==> config.mk <==
export PLATFORM = sky130hd
export DESIGN_NAME = spi_master
export DESIGN_NICKNAME = d
export VERILOG_FILES = /design/src/rtl/spi_pkg.sv /design/src/rtl/spi_half_period_timer.sv /design/src/rtl/spi_master.sv
export SDC_FILE = /design/constraint.sdc
export NUM_CORES = 1
export LEC_CHECK = 0
export ABC_AREA = 1
export CORE_MARGIN = 5
export CORE_UTILIZATION = 47
export CTS_CLUSTER_DIAMETER = 50
export DETAILED_ROUTE_END_ITERATION = 7
export PLACE_DENSITY = 0.71
export REMOVE_ABC_BUFFERS = 1
export SLEW_MARGIN = 0
export SYNTH_ARGS = -nofsm -noshare
export SYNTH_HDL_FRONTEND = slang
export SYNTH_HIERARCHICAL = 1
export SYNTH_SLANG_ARGS = --single-unit
export TNS_END_PERCENT = 10
==> constraint.sdc <==
create_clock -name clk -period 4.6 [get_ports clk]
set_input_delay 0.69 -clock clk [delete_from_list [all_inputs] [get_ports clk]]
set_output_delay 0.69 -clock clk [all_outputs]
set_load 0.01 [all_outputs]
==> src/rtl/spi_pkg.sv <==
// Shared definitions for the SPI mode-0 master: FSM states, byte width and
// default clock divider.
package spi_pkg;

  localparam int SPI_BYTE_BITS       = 8;
  localparam int HALF_PERIOD_DEFAULT = 10;

  typedef enum logic [2:0] {
    IDLE,
    CS_SETUP,
    SHIFT_LOW,
    SHIFT_HIGH,
    HOLD,
    CS_TRAIL,
    CS_DESELECT
  } spi_state_t;

endpackage

==> src/rtl/spi_half_period_timer.sv <==
// Reload/expire counter: o_tick is high in the HALF_PERIOD-th cycle after a
// reload, then the count restarts on its own.
module spi_half_period_timer
  import spi_pkg::*;
#(
  parameter int HALF_PERIOD = HALF_PERIOD_DEFAULT,
  parameter int CNT_W       = $clog2(HALF_PERIOD + 1)
) (
  input  logic clk,
  input  logic rst,
  input  logic i_reload,
  output logic o_tick
);

  localparam logic [CNT_W-1:0] LAST = CNT_W'(HALF_PERIOD - 1);

  logic [CNT_W-1:0] r_cnt;

  always_ff @(posedge clk) begin
    if (rst || i_reload || o_tick) begin
      r_cnt <= '0;
    end else begin
      r_cnt <= r_cnt + CNT_W'(1);
    end
  end

  assign o_tick = (r_cnt == LAST);

endmodule

==> src/rtl/spi_master.sv <==
// SPI mode-0 master for the PmodACL2 link: one MSB-first byte per start,
// with an optional chip-select hold so several bytes share one frame.
module spi_master
  import spi_pkg::*;
#(
  parameter int HALF_PERIOD = HALF_PERIOD_DEFAULT,
  parameter int CNT_W       = $clog2(HALF_PERIOD + 1)
) (
  input  logic                     clk,
  input  logic                     rst,
  input  logic                     start,
  input  logic [SPI_BYTE_BITS-1:0] tx_data,
  input  logic                     keep_cs,
  input  logic                     cs_release,
  output logic                     busy,
  output logic                     done,
  output logic [SPI_BYTE_BITS-1:0] rx_data,
  output logic                     sclk_o,
  output logic                     ncs_o,
  output logic                     mosi_o,
  input  logic                     miso_i
);

  localparam logic [2:0] LAST_BIT = 3'(SPI_BYTE_BITS - 1);

  spi_state_t               r_state, w_state_next;
  logic [SPI_BYTE_BITS-1:0] r_tx_shift, w_tx_shift_next;
  logic [SPI_BYTE_BITS-1:0] r_rx_shift, w_rx_shift_next;
  logic [SPI_BYTE_BITS-1:0] r_rx_data, w_rx_data_next;
  logic [2:0]               r_bit_cnt, w_bit_cnt_next;
  logic                     r_keep_cs, w_keep_cs_next;
  logic                     r_busy, w_busy_next;
  logic                     r_done, w_done_next;
  logic                     r_sclk, w_sclk_next;
  logic                     r_ncs, w_ncs_next;
  logic                     r_mosi, w_mosi_next;
  logic                     w_tick;
  logic                     w_reload;

  // Every state change restarts the half-period count.
  assign w_reload = (w_state_next != r_state);

  spi_half_period_timer #(
    .HALF_PERIOD(HALF_PERIOD),
    .CNT_W      (CNT_W)
  ) u_timer (
    .clk     (clk),
    .rst     (rst),
    .i_reload(w_reload),
    .o_tick  (w_tick)
  );

  always_ff @(posedge clk) begin
    if (rst) begin
      r_state    <= IDLE;
      r_tx_shift <= '0;
      r_rx_shift <= '0;
      r_rx_data  <= '0;
      r_bit_cnt  <= '0;
      r_keep_cs  <= 1'b0;
      r_busy     <= 1'b0;
      r_done     <= 1'b0;
      r_sclk     <= 1'b0;
      r_ncs      <= 1'b1;
      r_mosi     <= 1'b0;
    end else begin
      r_state    <= w_state_next;
      r_tx_shift <= w_tx_shift_next;
      r_rx_shift <= w_rx_shift_next;
      r_rx_data  <= w_rx_data_next;
      r_bit_cnt  <= w_bit_cnt_next;
      r_keep_cs  <= w_keep_cs_next;
      r_busy     <= w_busy_next;
      r_done     <= w_done_next;
      r_sclk     <= w_sclk_next;
      r_ncs      <= w_ncs_next;
      r_mosi     <= w_mosi_next;
    end
  end

  always_comb begin
    w_state_next    = r_state;
    w_tx_shift_next = r_tx_shift;
    w_rx_shift_next = r_rx_shift;
    w_rx_data_next  = r_rx_data;
    w_bit_cnt_next  = r_bit_cnt;
    w_keep_cs_next  = r_keep_cs;
    w_busy_next     = r_busy;
    w_done_next     = 1'b0;
    w_sclk_next     = r_sclk;
    w_ncs_next      = r_ncs;
    w_mosi_next     = r_mosi;

    case (r_state)
      IDLE: begin
        if (start) begin
          w_tx_shift_next = tx_data;
          w_keep_cs_next  = keep_cs;
          w_bit_cnt_next  = '0;
          w_ncs_next      = 1'b0;
          w_busy_next     = 1'b1;
          w_mosi_next     = tx_data[SPI_BYTE_BITS-1];
          w_state_next    = CS_SETUP;
        end
      end

      CS_SETUP: begin
        if (w_tick) begin
          w_state_next = SHIFT_LOW;
        end
      end

      SHIFT_LOW: begin
        // miso_i is captured on the same edge that raises sclk_o.
        if (w_tick) begin
          w_sclk_next     = 1'b1;
          w_rx_shift_next = {r_rx_shift[SPI_BYTE_BITS-2:0], miso_i};
          w_state_next    = SHIFT_HIGH;
        end
      end

      SHIFT_HIGH: begin
        if (w_tick) begin
          w_sclk_next    = 1'b0;
          w_bit_cnt_next = r_bit_cnt + 3'd1;
          if (r_bit_cnt != LAST_BIT) begin
            w_tx_shift_next = {r_tx_shift[SPI_BYTE_BITS-2:0], 1'b0};
            w_mosi_next     = r_tx_shift[SPI_BYTE_BITS-2];
            w_state_next    = SHIFT_LOW;
          end else begin
            w_rx_data_next = r_rx_shift;
            w_done_next    = 1'b1;
            if (r_keep_cs) begin
              w_busy_next  = 1'b0;
              w_state_next = HOLD;
            end else begin
              w_state_next = CS_TRAIL;
            end
          end
        end
      end

      HOLD: begin
        // A chained byte skips the setup phase; start beats cs_release.
        if (start) begin
          w_tx_shift_next = tx_data;
          w_keep_cs_next  = keep_cs;
          w_bit_cnt_next  = '0;
          w_busy_next     = 1'b1;
          w_mosi_next     = tx_data[SPI_BYTE_BITS-1];
          w_state_next    = SHIFT_LOW;
        end else if (cs_release) begin
          w_busy_next  = 1'b1;
          w_state_next = CS_TRAIL;
        end
      end

      CS_TRAIL: begin
        if (w_tick) begin
          w_ncs_next   = 1'b1;
          w_state_next = CS_DESELECT;
        end
      end

      CS_DESELECT: begin
        if (w_tick) begin
          w_busy_next  = 1'b0;
          w_state_next = IDLE;
        end
      end

      default: begin
        w_state_next = IDLE;
      end
    endcase
  end

  assign busy    = r_busy;
  assign done    = r_done;
  assign rx_data = r_rx_data;
  assign sclk_o  = r_sclk;
  assign ncs_o   = r_ncs;
  assign mosi_o  = r_mosi;

endmodule

==> run_results.csv, run 1 <==
group,metric,value,unit
drt,first_pass_iters,4,
global_routing,antenna_found_initial,0,
cells_and_area,antennaDiodeCount,0,
timing,setup-tns-final,0,ps
critical_path,cp_max_fo,16,
clocking,cts.sinks,39,
cells_and_area,layout.nets,275,
logic_synthesis,yosysWarnings,6,
timing,min_period,2380,ps
drt,viasPerCell,4.87,
drt,finalWirelength,3.37,mm
pwr,p_comb_frac,0.101,
pwr,power.leakage,0.891,nW
critical_path,crit_family,"simple AND/OR/NAND/NOR gates",
logic_synthesis,syn-mean-instance-area,7.45,um^2
logic_synthesis,yosysMostFrequentCell,"nor2_1",
critical_path,critical_path_class,"reg -> reg",
clocking,post_cts_buffers,0,
floorplanning,start_util,0.478,
clocking,cts_buffer_depth,2,
global_routing,grt_pass1_vias,1395,
drt,route.met3.wl,188,um
clocking,clk-insertion-delay-late,290,ps
pwr,p_seq_frac,0.535,
logic_synthesis,synth_area_leader_cell,"dfxtp_1",
logic_synthesis,synth.area.top_cells,"dfxtp_1 45%, nor2_1 14%, nand2_1 8.2%",
critical_path,start_kind,"flop",
timing,finalCritPeriodShare,0.517,
pwr,swShare,0.246,
logic_synthesis,async_flop_share,0,
drt,route.met2.wl,1.52,mm
global_routing,grt_max_degree,29,
logic_synthesis,synth_edf_count,0,
floorplanning,num_rows,22,
placement,place_hpwl,2.33,mm
drt,first_iter_violations,105,
drt,wl_per_cell,11.0,um
cells_and_area,drive_above_1_share,0.0775,
outcome,outcome,"complete, no violations",
pwr,max-vdd-ir-drop,0.000178,V
timing,rsz0062_at_grt,"false",
critical_path,cp.required,4790,ps
pwr,p_int,0.504,mW
logic_synthesis,synth_top_family_by_area,"simple AND/OR/NAND/NOR gates",
critical_path,arrival,2570,ps
timing,final.setup_skew,5.08,ps
clocking,clock-root-buffer,"clkbuf_8",
critical_path,cp_common_cell,"nand2_1",
logic_synthesis,synth_area,0.00174,mm^2
pwr,power,0.669,mW
logic_synthesis,synthAdderAreaFrac,0.0288,
logic_synthesis,yosys-top-cells-count,"66 x nor2_1, 39 x dfxtp_1, 38 x nand2_1",
timing,tightest_slew,1000,ps
timing,final_hold_viol_count,0,
clocking,path_clk_slew,80,ps
drt,ant_nets,0,
critical_path,cp_cell_sequence,"nor2_1, nand2_1, nand2_1, nand2_2, a21oi_4, nand2_1, nand2_1, nor2_1",
logic_synthesis,yosys.area_share.xor_xnor,0.00504,
critical_path,rrSetupSlack,2220,ps
pwr,power.density,319,mW/mm^2
clocking,ctsResizeCount,0,
pwr,p_sw,0.165,mW
critical_path,endpoint_kind,"flop",
logic_synthesis,synth_simple_gate_area_frac,0.303,
global_routing,grt-ovfl-total,0,
logic_synthesis,synth_top_area_share,0.450,
logic_synthesis,synth_compound_area_frac,0.110,
timing,slew_viol_final,0,
floorplanning,core_area,0.00363,mm^2
drt,top_layer_used,"met4",
critical_path,max_stage_delay,820,ps
global_routing,grt_first_pass_wirelength,5.98,mm
critical_path,cp_slowest_cell,"nor2_1",
logic_synthesis,ys_types,27,
floorplanning,fp.dieH,70.8,um
logic_synthesis,muxShareOfSynthArea,0.0403,
critical_path,crit_buf_inv,0,
floorplanning,die_width,70.8,um
logic_synthesis,ys_seq_area_frac,0.450,
floorplanning,design.portCount,27,
clocking,cts_tree,"built",
clocking,cts_max_level,2,
logic_synthesis,ys_seq_elements,39,
drt,route.detailed.drc,0,
placement,portBuffers,26,
logic_synthesis,synth_flop_cell,"dfxtp_1",
min_path,min_path_type,"reg -> reg",
drt,via_count,1491,
logic_synthesis,syn_inst,233,
clocking,cts_buffers,5,
floorplanning,die_area,0.00501,mm^2
global_routing,grtUsageTotal,0.147,
job,cap_violations,0,
drt,drt-met1-wl,1.62,mm
timing,timing.fmax,421,MHz
placement,place.gp.congestion,0.842,
timing,slew_headroom,0.328,
cells_and_area,fin_util,0.576,
timing,setup_violations,0,
clocking,holdBufCountCts,0,
cells_and_area,area_growth,20.6,%
pwr,p_clk_frac,0.364,
## metrics by stage
| step | std cells | setup slack (ps) | area (um^2) | hold WS (ps) |
|---|---|---|---|---|
| 3_5_place_dp | 298 | 2180 | 2000 | 466 |
| 2_1_floorplan | 224 | 2670 | 1680 | 437 |
| 5_1_grt | 306 | 1940 | 2090 | 493 |
| 6_report | 306 | 2220 | 2090 | 473 |
| 3_3_place_gp | 298 | 2190 | 2000 | 456 |
| 4_1_cts | 306 | 2190 | 2090 | 476 |
## worst min-delay path, stage by stage (launching register included)
cell	delay, ps
dfxtp_1	320
nand2_1	60
a21oi_1	50
## sequential cells by signal, summed over array words and instances, names as in the netlist
name           cells
ncs_o              1
u_timer/r_cnt      4
r_tx_shift         7
r_keep_cs          1
r_rx_shift         8
sclk_o             1
r_state            3
mosi_o             1
busy               1
done               1
r_bit_cnt          3
rx_data            8
## power by group through the flow
| stage | registers [mW] | clock network [mW] | logic (mW) |
|---|---|---|---|
| 4_1_cts | 0.358 | 0.247 | 0.0684 |
| 3_3_place_gp | 0.365 | 0 | 0.0671 |
| 5_1_grt | 0.360 | 0.264 | 0.0785 |
| 3_5_place_dp | 0.366 | 0 | 0.0679 |
| 2_1_floorplan | 0.365 | 0 | 0.0414 |
| 6_report | 0.358 | 0.243 | 0.0675 |
## cell type report
cell class / count / area (um^2)
fill: 370 / 1540
multi-input combinational: 171 / 846
sequential: 39 / 781
timing repair buffer: 26 / 260
clock buffer: 7 / 86.3
tap: 48 / 60.1
inverter: 14 / 52.6
clock inverter: 1 / 8.76
## routing by layer
layer  vias up  global-route usage
li1        793                   -
met1       662               0.187
met2        32               0.228
met3         4              0.0625
met4         0              0.0438
met5         -                   0
## cell usage in the layout (no fill, tap or decap), types with 3 or more instances in the layout
cell type / n
inv_1: 8
a21oi_1: 5
o21ai_1: 3
nand2_1: 38
inv_2: 5
clkdlybuf4s50_1: 26
o21ai_0: 20
ha_1: 4
nor2_1: 66
mux2i_1: 7
clkbuf_8: 6
nand4_1: 3
a31oi_1: 3
dfxtp_1: 39
nand3_1: 10
nand2_2: 3
## cells by family (layout without fill, tap and decap cells)
family                     count (synthesis)  in the layout
AOI/OAI and AO/OA                         34             34
DFF                                       39             39
muxes                                      7              7
and+or+nand+nor                          125            125
buffers and inverters                     23             48
adders and majority gates                  4              4
xor gates and xnor gates                   1              1
## final timing paths
check	from	end	cells past startpoint
setup / recovery	r_state[0]$_SDFF_PP0_	r_tx_shift[1]$_SDFFE_PP0P_	8
hold / removal	r_bit_cnt[2]$_SDFFE_PP0P_	r_bit_cnt[2]$_SDFFE_PP0P_	2
setup reg to reg	r_state[0]$_SDFF_PP0_	r_tx_shift[1]$_SDFFE_PP0P_	8
hold reg to reg	r_bit_cnt[2]$_SDFFE_PP0P_	r_bit_cnt[2]$_SDFFE_PP0P_	2
Power figures use the tool's default switching activity.
==> run 2, diff against run 1 <==
PLACE_DENSITY = 0.74   (was 0.71)
clock period = 2.1 ns   (was 4.6 ns; I/O delays follow)
==> run 2 against run 1 <==
Hold slack lost 7.1 ps. Cell area grew 0.96%. Power grew 110%. Routed wire length shrank 6.0%. Critical path depth grew 8. Core utilization grew 0.55 points. Sequential share of layout area shrank 0.35 points. Die area is the same. First-iteration DRC count shrank 14%. Clock skew grew 3.3 ps.
==> run_results.csv, run 2 (same netlist as run 1, synthesis figures left out) <==
group,metric,value,unit
outcome,outcome,"complete, no violations",
critical_path,r2r_start,"u_timer/r_cnt[1]$_SDFF_PP0_",
pwr,swShare,0.245,
critical_path,reg2reg_to,"u_timer/r_cnt[0]$_SDFF_PP0_",
job,cap_violations,0,
placement,dp.cells,302,
clocking,cts_tree,"built",
floorplanning,fp.dieH,70.8,um
clocking,clock-root-buffer,"clkbuf_8",
clocking,cts_max_level,2,
placement,dp_slack,218,ps
clocking,cts_buffers,5,
global_routing,antenna_found_initial,0,
cells_and_area,layout_commonest_cell,"nor2_1",
pwr,power.leakage,0.902,nW
critical_path,endpoint,"u_timer/r_cnt[0]$_SDFF_PP0_",
pwr,p_int,1.07,mW
critical_path,cp.required,2280,ps
cells_and_area,layout.nets,279,
clocking,cts.sinks,39,
placement,place_hpwl,2.29,mm
drt,route.detailed.drc,0,
pwr,max-vdd-ir-drop,0.000403,V
cells_and_area,final_cell_count_no_fill,310,
timing,slew_viol_final,0,
clocking,path_clk_slew,70,ps
critical_path,cp_max_fo,7,
floorplanning,die_width,70.8,um
floorplanning,core_area,0.00363,mm^2
pwr,p_clk_frac,0.342,
floorplanning,num_rows,22,
global_routing,grt_util_met2,0.228,
critical_path,arrival,1970,ps
critical_path,start_kind,"flop",
critical_path,endpoint_kind,"flop",
critical_path,reg2reg_depth,16,
floorplanning,die_area,0.00501,mm^2
placement,portBuffers,26,
timing,timing.fmax,556,MHz
timing,holdWs,466,ps
floorplanning,design.portCount,27,
clocking,clk-insertion-delay-late,290,ps
global_routing,grt_pass1_vias,1312,
clocking,holdBufCountCts,0,
pwr,p_comb_frac,0.106,
cells_and_area,seqCellArea,781,um^2
timing,final_hold_viol_count,0,
pwr,power.density,671,mW/mm^2
timing,fin_ws,303,ps
timing,final.setup_skew,8.41,ps
cells_and_area,area_growth,21.8,%
pwr,p_seq_frac,0.552,
drt,first_pass_iters,4,
cells_and_area,multi_input_area,846,um^2
drt,wl_per_cell,10.2,um
critical_path,critical_path_class,"reg -> reg",
pwr,p_sw,0.348,mW
critical_path,crit_path_start,"u_timer/r_cnt[1]$_SDFF_PP0_",
cells_and_area,final_cell_mix,"66 x nor2_1, 39 x dfxtp_1, 38 x nand2_1",
timing,setup_violations,0,
global_routing,met1_usage,0.156,
global_routing,grtUsageTotal,0.134,
global_routing,use_met3,0.0398,
clocking,cts_buffer_depth,2,
drt,first_iter_violations,90,
cells_and_area,fin_util,0.582,
timing,rsz0062_at_grt,"false",
critical_path,rrSetupSlack,300,ps
floorplanning,start_util,0.478,
timing,min_period,1800,ps
timing,tightest_slew,390,ps
drt,finalWirelength,3.17,mm
drt,viasPerCell,4.83,
global_routing,busiest_layer,"met2",
global_routing,grt-ovfl-total,0,
drt,via_count,1496,
drt,ant_nets,0,
timing,slew_headroom,0.740,
cells_and_area,antennaDiodeCount,0,
global_routing,grt_max_degree,29,
global_routing,grt_first_pass_wirelength,5.49,mm
cells_and_area,nFillCells,374,
cells_and_area,drive_above_1_share,0.0954,
timing,setup-tns-final,0,ps
placement,place.gp.congestion,0.832,
min_path,min_path_type,"reg -> reg",
timing,finalCritPeriodShare,0.856,
## run 2: cell type report
cell class                      count  area share
Multi-Input combinational cell    171       0.400
Sequential cell                    39       0.369
Clock buffer                        6      0.0343
Inverter                           14      0.0249
Clock inverter                      2     0.00592
Timing Repair Buffer               30       0.137
Tap cell                           48      0.0284
## run 2: what timing repair did
item,in CTS,in global routing
endpoints found under the setup margin,0,3
resized for setup,0,1
setup buffers,0,0
## run 2: worst min-delay path by stage
stage / from / to / slack, ps / cells past startpoint
6_report: ncs_o$_SDFFE_PP1P_ / ncs_o$_SDFFE_PP1P_ / 470 / 2
5_1_grt: r_bit_cnt[1]$_SDFFE_PP0P_ / r_bit_cnt[1]$_SDFFE_PP0P_ / 490 / 2
4_1_cts: r_bit_cnt[0]$_SDFFE_PP0P_ / r_bit_cnt[0]$_SDFFE_PP0P_ / 470 / 1
3_5_place_dp: r_bit_cnt[0]$_SDFFE_PP0P_ / r_bit_cnt[0]$_SDFFE_PP0P_ / 460 / 1
3_3_place_gp: ncs_o$_SDFFE_PP1P_ / ncs_o$_SDFFE_PP1P_ / 450 / 2
2_1_floorplan: rst / r_bit_cnt[1]$_SDFFE_PP0P_ / 380 / 1
## run 2: metrics by stage
| step | cell area [um^2] | power [mW] |
|---|---|---|
| 3_3_place_gp | 2030 | 0.952 |
| 2_1_floorplan | 1680 | 0.890 |
| 3_5_place_dp | 2030 | 0.953 |
| 6_report | 2110 | 1.42 |
| 4_1_cts | 2110 | 1.44 |
| 5_1_grt | 2110 | 1.49 |
## run 2: power groups by stage
stage / Clock (mW) / Combinational [mW] / Sequential [mW]
CTS: 0.502 / 0.153 / 0.783
detailed placement: 0 / 0.152 / 0.800
finish: 0.485 / 0.151 / 0.783
global route: 0.530 / 0.170 / 0.787
floorplan: 0 / 0.0907 / 0.799
global placement: 0 / 0.152 / 0.800
## run 2: worst max-delay path, cell delays in order (launching register included)
cell and delay (ps):
dfxtp_1 370, inv_1 60, ha_1 180, nand2_2 80
inv_1 110, inv_2 130, nand2_1 70, nand3_1 80
nand2_1 60, nor2_1 120, nand2_1 70, nand2_1 90
inv_2 30, nand2_1 70, nor2_2 40, nand2_2 90
nor2_1 40
## run 2: metal layers
layer / vias to the layer above / wire (um)
met5: - / 0
met4: 0 / 49
met3: 6 / 211
met2: 37 / 1420
met1: 643 / 1480
li1: 810 / -
